<file path="src/rtl/ats21_pkg.sv">
// Shared widths, status codes and FSM state type for the ATS21 scheduler.
package ats21_pkg;
    localparam int CTRL_W = 16;
    localparam int DATA_W = 24;
    localparam int STAT_W = 2;
    localparam logic [STAT_W-1:0] STAT_TIMEOUT = 2'b11;

    typedef enum logic [1:0] {
        IDLE,
        ISSUE,
        WAIT,
        RESP
    } ats_sched_state_t;
endpackage

</file>
<file path="src/rtl/ats21_if.sv">
// Scheduler-to-ATS21 request/completion bundle.
interface ats21_if;
    import ats21_pkg::*;

    logic              ats_req;
    logic [CTRL_W-1:0] ats_ctrlA;
    logic [CTRL_W-1:0] ats_ctrlB;
    logic              ats_ready;
    logic [STAT_W-1:0] ats_stat;
    logic [DATA_W-1:0] ats_data;

    modport master (
        output ats_req, ats_ctrlA, ats_ctrlB,
        input  ats_ready, ats_stat, ats_data
    );

    modport slave (
        input  ats_req, ats_ctrlA, ats_ctrlB,
        output ats_ready, ats_stat, ats_data
    );
endinterface

</file>
<file path="src/rtl/ats21_rr_pick.sv">
// Combinational round-robin pick starting one past the last grant.
module ats21_rr_pick #(
    parameter int N  = 4,
    parameter int IW = $clog2(N)
) (
    input  logic [N-1:0]  req,
    input  logic [IW-1:0] last,
    output logic          valid,
    output logic [IW-1:0] win
);
    logic [IW-1:0] idx;

    // Scan farthest-first so the nearest requester after last overrides.
    always_comb begin
        valid = 1'b0;
        win   = '0;
        idx   = '0;
        for (int k = N; k >= 1; k--) begin
            idx = IW'((int'(last) + k) % N);
            if (req[idx]) begin
                valid = 1'b1;
                win   = idx;
            end
        end
    end
endmodule

</file>
<file path="src/rtl/ats21_sched.sv">
// Round-robin scheduler sharing one ATS21 unit among N_CLI clients.
module ats21_sched
    import ats21_pkg::*;
#(
    parameter int N_CLI   = 4,
    parameter int TIMEOUT = 64
) (
    input  logic                          clk,
    input  logic                          reset,
    input  logic [N_CLI-1:0]              cli_req,
    input  logic [N_CLI-1:0][CTRL_W-1:0]  cli_ctrlA,
    input  logic [N_CLI-1:0][CTRL_W-1:0]  cli_ctrlB,
    output logic [N_CLI-1:0]              cli_gnt,
    output logic [N_CLI-1:0]              cli_done,
    output logic [DATA_W-1:0]             rsp_data,
    output logic [STAT_W-1:0]             rsp_stat,
    output logic                          rsp_timeout,
    output logic                          busy,
    ats21_if.master                       ats
);
    localparam int IW = $clog2(N_CLI);
    localparam int TW = $clog2(TIMEOUT + 1);
    localparam logic [N_CLI-1:0] ONE    = N_CLI'(1);
    localparam logic [TW-1:0]    T_LOAD = TW'(TIMEOUT - 1);

    ats_sched_state_t state;
    logic [IW-1:0]    win_q;
    logic [IW-1:0]    last_q;
    logic [IW-1:0]    pick_w;
    logic             pick_v;
    logic [TW-1:0]    timer;

    ats21_rr_pick #(.N(N_CLI)) u_pick (
        .req   (cli_req),
        .last  (last_q),
        .valid (pick_v),
        .win   (pick_w)
    );

    assign busy = (state != IDLE);

    always_ff @(posedge clk or negedge reset) begin
        if (!reset) begin
            state         <= IDLE;
            win_q         <= '0;
            last_q        <= IW'(N_CLI - 1);
            timer         <= '0;
            cli_gnt       <= '0;
            cli_done      <= '0;
            rsp_data      <= '0;
            rsp_stat      <= '0;
            rsp_timeout   <= 1'b0;
            ats.ats_req   <= 1'b0;
            ats.ats_ctrlA <= '0;
            ats.ats_ctrlB <= '0;
        end else begin
            cli_gnt     <= '0;
            cli_done    <= '0;
            ats.ats_req <= 1'b0;
            unique case (state)
                IDLE: begin
                    if (pick_v) begin
                        win_q         <= pick_w;
                        ats.ats_ctrlA <= cli_ctrlA[pick_w];
                        ats.ats_ctrlB <= cli_ctrlB[pick_w];
                        cli_gnt       <= ONE << pick_w;
                        ats.ats_req   <= 1'b1;
                        state         <= ISSUE;
                    end
                end
                ISSUE: begin
                    timer <= T_LOAD;
                    state <= WAIT;
                end
                WAIT: begin
                    // A completion on the final timer cycle still counts.
                    if (ats.ats_ready) begin
                        rsp_data    <= ats.ats_data;
                        rsp_stat    <= ats.ats_stat;
                        rsp_timeout <= 1'b0;
                        cli_done    <= ONE << win_q;
                        state       <= RESP;
                    end else if (timer == '0) begin
                        rsp_data    <= '0;
                        rsp_stat    <= STAT_TIMEOUT;
                        rsp_timeout <= 1'b1;
                        cli_done    <= ONE << win_q;
                        state       <= RESP;
                    end else begin
                        timer <= timer - 1'b1;
                    end
                end
                RESP: begin
                    last_q <= win_q;
                    state  <= IDLE;
                end
            endcase
        end
    end
endmodule

</file>
<file path="src/flat_wrapper.sv">
// flat-port wrapper written by rule: the top's interface ports become plain ports
module ats21_sched_flat import ats21_pkg::*;
#(
    parameter int N_CLI   = 4,
    parameter int TIMEOUT = 64
)
  (clk, reset, cli_req, cli_ctrlA, cli_ctrlB, cli_gnt, cli_done, rsp_data, rsp_stat, rsp_timeout, busy, ats_ats_req, ats_ats_ctrlA, ats_ats_ctrlB, ats_ats_ready, ats_ats_stat, ats_ats_data);
  ats21_if ats_i ();
  input  logic clk;
  input  logic reset;
  input  logic [N_CLI-1:0] cli_req;
  input  logic [N_CLI-1:0][CTRL_W-1:0] cli_ctrlA;
  input  logic [N_CLI-1:0][CTRL_W-1:0] cli_ctrlB;
  output logic [N_CLI-1:0] cli_gnt;
  output logic [N_CLI-1:0] cli_done;
  output logic [DATA_W-1:0] rsp_data;
  output logic [STAT_W-1:0] rsp_stat;
  output logic rsp_timeout;
  output logic busy;
  output wire logic [$bits(ats_i.ats_req)-1:0] ats_ats_req;
  output wire logic [$bits(ats_i.ats_ctrlA)-1:0] ats_ats_ctrlA;
  output wire logic [$bits(ats_i.ats_ctrlB)-1:0] ats_ats_ctrlB;
  input wire logic [$bits(ats_i.ats_ready)-1:0] ats_ats_ready;
  input wire logic [$bits(ats_i.ats_stat)-1:0] ats_ats_stat;
  input wire logic [$bits(ats_i.ats_data)-1:0] ats_ats_data;
  assign ats_ats_req = ats_i.ats_req;
  assign ats_ats_ctrlA = ats_i.ats_ctrlA;
  assign ats_ats_ctrlB = ats_i.ats_ctrlB;
  assign ats_i.ats_ready = ats_ats_ready;
  assign ats_i.ats_stat = ats_ats_stat;
  assign ats_i.ats_data = ats_ats_data;
  ats21_sched #(.N_CLI(N_CLI), .TIMEOUT(TIMEOUT)) u_core (.clk(clk), .reset(reset), .cli_req(cli_req), .cli_ctrlA(cli_ctrlA), .cli_ctrlB(cli_ctrlB), .cli_gnt(cli_gnt), .cli_done(cli_done), .rsp_data(rsp_data), .rsp_stat(rsp_stat), .rsp_timeout(rsp_timeout), .busy(busy), .ats(ats_i));
endmodule
</file>
<file path="config.mk">
export PLATFORM = sky130hd
export DESIGN_NAME = ats21_sched_flat
export DESIGN_NICKNAME = d
export VERILOG_FILES = /design/src/rtl/ats21_pkg.sv /design/src/rtl/ats21_if.sv /design/src/rtl/ats21_rr_pick.sv /design/src/rtl/ats21_sched.sv /design/src/flat_wrapper.sv
export SDC_FILE = /design/constraint.sdc
export NUM_CORES = 1
export LEC_CHECK = 0
export ABC_AREA = 1
export BUFFER_PORTS_ARGS = -buffer_cell sky130_fd_sc_hd__buf_2
export CAP_MARGIN = 15
export CORE_ASPECT_RATIO = 1.4
export CORE_MARGIN = 2
export CORE_UTILIZATION = 45
export DETAILED_ROUTE_END_ITERATION = 8
export GPL_ROUTABILITY_DRIVEN = 0
export PLACE_DENSITY = 0.78
export SETUP_SLACK_MARGIN = 0.15
export SLEW_MARGIN = 10
export SYNTH_ARGS = -nofsm -noshare
export SYNTH_HDL_FRONTEND = slang
export SYNTH_SLANG_ARGS = --single-unit
</file>
<file path="constraint.sdc">
create_clock -name clk -period 2.3 [get_ports clk]
set_input_delay 0.23 -clock clk [delete_from_list [all_inputs] [get_ports clk]]
set_output_delay 0.23 -clock clk [all_outputs]
set_load 0.01 [all_outputs]
</file>
==> impl_metrics.xml <==
<?xml version="1.0" encoding="UTF-8"?>
<metrics>
  <group name="outcome">
    <metric name="result_of_the_run" unit="">complete, no violations</metric>
  </group>
  <group name="route">
    <metric name="detail-route-antenna-nets" unit="">0</metric>
    <metric name="drt-initial-drc-count" unit="">209</metric>
    <metric name="drt-met1-wl" unit="mm">5.63</metric>
    <metric name="routed-via-count" unit="">5412</metric>
    <metric name="drt_wl_total" unit="mm">14.8</metric>
    <metric name="post-route-drc-count" unit="">0</metric>
    <metric name="detailroute.wirelength.met3" unit="um">878</metric>
    <metric name="post_drt_wl_per_cell" unit="um">13.3</metric>
    <metric name="met2WireLength" unit="mm">7.79</metric>
    <metric name="drt_first_pass_iters" unit="">4</metric>
    <metric name="vias_per_cell" unit="">4.86</metric>
    <metric name="top_layer" unit="">met4</metric>
  </group>
  <group name="sta">
    <metric name="fin_setup_tns" unit="ns">0</metric>
    <metric name="post-route-worst-setup-slack" unit="ns">0.234</metric>
    <metric name="achievable-frequency" unit="MHz">484</metric>
    <metric name="fin_crit" unit="ns">2.07</metric>
    <metric name="skew" unit="ns">0.00743</metric>
    <metric name="final_min_period_over_clock_period" unit="%">89.8</metric>
    <metric name="final-max-slew-violation-count" unit="">0</metric>
    <metric name="hold_viol_final" unit="">0</metric>
    <metric name="worst_slew_pin_slew" unit="ns">0.606</metric>
    <metric name="setup_viol" unit="">0</metric>
    <metric name="rsz0062_at_grt" unit="">true</metric>
    <metric name="slew-limit-headroom" unit="%">59.6</metric>
  </group>
  <group name="synth">
    <metric name="synth_edf_count" unit="">0</metric>
    <metric name="synth.avg_cell_area" unit="sq um">6.71</metric>
    <metric name="cells_after_synth" unit="">730</metric>
    <metric name="synth.area.top_cells" unit="">sky130_fd_sc_hd__dfrtp_1, sky130_fd_sc_hd__nand2_1, sky130_fd_sc_hd__nand3_1</metric>
    <metric name="yosys_register_bits" unit="">81</metric>
    <metric name="async_flop_share" unit="%">100</metric>
    <metric name="yosys_warnings" unit="">0</metric>
    <metric name="synth_top_flop_cell" unit="">sky130_fd_sc_hd__dfrtp_1</metric>
    <metric name="synth_top_cell_by_area" unit="">sky130_fd_sc_hd__dfrtp_1</metric>
    <metric name="synth.distinct_cells" unit="">33</metric>
    <metric name="synth_nets" unit="">897</metric>
    <metric name="synth_area" unit="sq um">4900</metric>
    <metric name="portion_of_the_post_synthesis_area_used_by_sequential_elements" unit="%">41.4</metric>
    <metric name="yosysTopAreaCellShare" unit="%">40.4</metric>
  </group>
  <group name="flow_run">
    <metric name="cap_violations" unit="">0</metric>
  </group>
  <group name="place">
    <metric name="dp_slack" unit="ns">0.197</metric>
    <metric name="placedCellCount" unit="">1083</metric>
    <metric name="port_buffers" unit="">229</metric>
    <metric name="detailed_place_hpwl" unit="mm">10.3</metric>
  </group>
  <group name="finish">
    <metric name="antenna-diode-count" unit="">0</metric>
    <metric name="nNetsFinal" unit="">1134</metric>
    <metric name="layout_cells_sized_above_1" unit="%">31.9</metric>
    <metric name="fill_cells" unit="">1024</metric>
    <metric name="area_used_by_multi_input_combinational_logic" unit="sq um">2310</metric>
    <metric name="finish.cell_count_without_fillers" unit="">1113</metric>
    <metric name="register_area" unit="sq um">2030</metric>
    <metric name="area_growth" unit="%">40.5</metric>
  </group>
  <group name="global_route">
    <metric name="grt_start_max_net_pins" unit="">56</metric>
    <metric name="global_route_wire_length_before_repair" unit="mm">21.9</metric>
    <metric name="track_usage" unit="%">23.1</metric>
    <metric name="grt_antenna_before_repair" unit="">0</metric>
    <metric name="number_of_global_route_vias_before_repair" unit="">4784</metric>
    <metric name="global_route.overflow_total" unit="">0</metric>
  </group>
  <group name="floorplan">
    <metric name="core_area" unit="sq um">10800</metric>
    <metric name="pin_count" unit="">230</metric>
    <metric name="placementRows" unit="">45</metric>
    <metric name="fp.dieArea" unit="sq um">11700</metric>
    <metric name="die_h" unit="um">127</metric>
    <metric name="start_util" unit="%">45.5</metric>
    <metric name="dieWidth" unit="um">92.2</metric>
  </group>
  <group name="setup_path">
    <metric name="type_of_element_launching_the_critical_path" unit="">register</metric>
    <metric name="reg2reg_slack" unit="ns">0.23</metric>
    <metric name="worst_setup_path_end_kind" unit="">register</metric>
    <metric name="crit_type" unit="">register to register</metric>
    <metric name="terminus_of_the_critical_flop_to_flop_path" unit="">u_core.ats.ats_ctrlA[0]</metric>
    <metric name="critPathMaxFanout" unit="">7</metric>
    <metric name="ff2ff_path_depth" unit="">13</metric>
    <metric name="cp.required" unit="ns">2.53</metric>
    <metric name="arrival_time_reported_for_the_critical_path_endpoint" unit="ns">2.29</metric>
    <metric name="beginning_of_the_critical_path" unit="">u_core.last_q[0]</metric>
    <metric name="reg_to_reg_critical_path_startpoint" unit="">u_core.last_q[0]</metric>
  </group>
  <group name="power_and_ir_drop">
    <metric name="share_comb_of_total_power" unit="%">65.2</metric>
    <metric name="fin_total_pwr" unit="mW">11.1</metric>
    <metric name="seq_power_share" unit="%">22.1</metric>
    <metric name="clkPwrFrac" unit="%">12.6</metric>
    <metric name="ir_drop" unit="mV">0.775</metric>
    <metric name="leakage" unit="nW">4.20</metric>
    <metric name="p_per_area" unit="nW/um^2">1610</metric>
    <metric name="switching_share" unit="%">46.9</metric>
    <metric name="power.switching" unit="mW">5.20</metric>
    <metric name="power_report.internal_total" unit="mW">5.89</metric>
  </group>
  <group name="cts">
    <metric name="cts-htree-levels" unit="">3</metric>
    <metric name="cts_root_buf" unit="">sky130_fd_sc_hd__clkbuf_16</metric>
    <metric name="cts_inserted_buffers" unit="">9</metric>
    <metric name="worstSkewPairLatency" unit="ns">0.33</metric>
    <metric name="clkSinkCount" unit="">81</metric>
    <metric name="cts_tree" unit="">yes</metric>
    <metric name="clock_transition_at_the_register_clock_pins_on_the_worst_setup_and_hold_paths_after_cts" unit="ns">0.07</metric>
    <metric name="ctsLongestPathBuffers" unit="">2</metric>
  </group>
  <group name="hold_path">
    <metric name="worst_hold_path.endpoint" unit="">u_core.rsp_data[18]</metric>
    <metric name="hold_path_startpoint" unit="">ats_ats_data[18]</metric>
    <metric name="min_path_type" unit="">input port to register</metric>
    <metric name="number_of_stages_on_the_worst_hold_path" unit="">3</metric>
  </group>
</metrics>
worst max-delay path: stages (launching register included):
cell	delay, ns
sky130_fd_sc_hd__dfstp_2	0.62
sky130_fd_sc_hd__buf_6	0.16
sky130_fd_sc_hd__nand2_1	0.06
sky130_fd_sc_hd__o21ai_2	0.06
sky130_fd_sc_hd__nor2_2	0.07
sky130_fd_sc_hd__nor2_2	0.16
sky130_fd_sc_hd__nand3_4	0.19
sky130_fd_sc_hd__nand2_8	0.18
sky130_fd_sc_hd__clkbuf_16	0.16
sky130_fd_sc_hd__nand2_1	0.04
sky130_fd_sc_hd__nand3_1	0.05
sky130_fd_sc_hd__nand2_1	0.06
sky130_fd_sc_hd__nand2_1	0.08
sky130_fd_sc_hd__nand2_1	0.05
Yosys cell counts (2+ instances only):
library cell                 n
sky130_fd_sc_hd__buf_1       2
sky130_fd_sc_hd__buf_2      15
sky130_fd_sc_hd__buf_4       5
sky130_fd_sc_hd__buf_6       2
sky130_fd_sc_hd__clkbuf_1   12
sky130_fd_sc_hd__dfrtp_1    79
sky130_fd_sc_hd__dfstp_2     2
sky130_fd_sc_hd__ha_1        6
sky130_fd_sc_hd__inv_1     130
sky130_fd_sc_hd__inv_2       4
sky130_fd_sc_hd__nand2_1   253
sky130_fd_sc_hd__nand2_2     3
sky130_fd_sc_hd__nand3_1   151
sky130_fd_sc_hd__nor2_1     15
sky130_fd_sc_hd__nor3_1      5
sky130_fd_sc_hd__o21ai_0     8
sky130_fd_sc_hd__o21ai_1     2
sky130_fd_sc_hd__o22a_1      2
sky130_fd_sc_hd__or2_1      20
cell type report:
| type | count | share of cell area (%) |
|---|---|---|
| multi-input combinational | 479 | 33.6 |
| clock buffer | 10 | 3.47 |
| timing repair buffer | 261 | 22.7 |
| sequential | 81 | 29.5 |
| tap | 141 | 2.56 |
| inverter | 135 | 7.43 |
| clock inverter | 6 | 0.818 |
logic make-up (layout without fill, tap and decap cells):
kind of cell	Yosys count	in the layout	synth area share, %
buffers and inverters	171	412	14.2
AND/OR/NAND/NOR	453	454	40.4
flip-flops	81	81	41.4
adder cells (fa/ha/maj)	6	6	1.53
AO/OA/AOI/OAI	18	18	2.30
XOR/XNOR	1	1	0.179
metal layers:
metal | vias to the layer above | track usage (%)
met5 | - | 0
met4 | 0 | 9.57
met3 | 36 | 3.89
met2 | 202 | 41.3
met1 | 2467 | 27.4
li1 | 2707 | -
what timing repair did:
item,in CTS,in global routing
setup buffers,0,3
resized for setup,0,44
endpoints found under the setup margin,0,32
hold endpoints to repair,43,0
hold buffers,1,0
power by group through the flow:
stage          Clock [mW]  Combinational (mW)  Sequential [mW]
2_1_floorplan           0                3.93             2.68
3_3_place_gp            0                5.70             2.47
3_5_place_dp            0                5.83             2.46
4_1_cts              1.43                5.85             2.46
5_1_grt              1.50                8.04             2.53
6_report             1.40                7.23             2.46
worst max path at each step:
stage / endpoint / slack (ns) / depth (start not counted)
2_1_floorplan: u_core.ats.ats_ctrlB[12] / 0.45 / 16
3_3_place_gp: u_core.ats.ats_ctrlA[4] / 0.26 / 14
3_5_place_dp: u_core.ats.ats_ctrlA[2] / 0.20 / 14
4_1_cts: u_core.ats.ats_ctrlA[4] / 0.19 / 14
5_1_grt: u_core.ats.ats_ctrlA[8] / 0.1 / 13
6_report: u_core.ats.ats_ctrlA[0] / 0.23 / 13
placed cells by master (no fill, tap or decap), types with 2 or more instances in the layout:
cell type / synthesis / layout
sky130_fd_sc_hd__nand2_1: 253 / 241
sky130_fd_sc_hd__buf_2: 15 / 228
sky130_fd_sc_hd__nand3_1: 151 / 148
sky130_fd_sc_hd__inv_1: 130 / 130
sky130_fd_sc_hd__dfrtp_1: 79 / 79
sky130_fd_sc_hd__or2_1: 20 / 20
sky130_fd_sc_hd__clkbuf_16: 0 / 14
sky130_fd_sc_hd__nor2_1: 15 / 13
sky130_fd_sc_hd__buf_4: 5 / 13
sky130_fd_sc_hd__nand2_2: 3 / 11
sky130_fd_sc_hd__buf_6: 2 / 10
sky130_fd_sc_hd__o21ai_0: 8 / 8
sky130_fd_sc_hd__ha_1: 6 / 6
sky130_fd_sc_hd__nor3_1: 5 / 5
sky130_fd_sc_hd__inv_2: 4 / 3
sky130_fd_sc_hd__nand3_2: 1 / 3
sky130_fd_sc_hd__nand2_4: 1 / 3
sky130_fd_sc_hd__nand2_8: 0 / 3
sky130_fd_sc_hd__buf_12: 0 / 3
sky130_fd_sc_hd__clkinv_4: 0 / 2
sky130_fd_sc_hd__o21ai_2: 1 / 2
sky130_fd_sc_hd__nor2_2: 1 / 2
sky130_fd_sc_hd__o22a_1: 2 / 2
sky130_fd_sc_hd__inv_6: 0 / 2
sky130_fd_sc_hd__inv_8: 0 / 2
sky130_fd_sc_hd__dfstp_2: 2 / 2
through the flow:
| stage | area [sq um] | hold slack, ns | util (%) |
|---|---|---|---|
| 3_5_place_dp | 6200 | 0.276 | 57.7 |
| 6_report | 6880 | 0.119 | 64.0 |
| 3_3_place_gp | 6200 | 0.274 | 57.7 |
| 5_1_grt | 6880 | 0.118 | 64.0 |
| 2_1_floorplan | 4900 | -0.0656 | - |
| 4_1_cts | 6510 | 0.104 | 60.5 |
state kept, by name, indices dropped and copies added (netlist names), 4 cells and up:
register / count
u_core.rsp_data: 24
u_core.cli_done: 4
u_core.ats.ats_ctrlB: 16
u_core.timer: 7
u_core.ats.ats_ctrlA: 16
u_core.cli_gnt: 4
No activity file was read; power rests on OpenSTA's default activity.
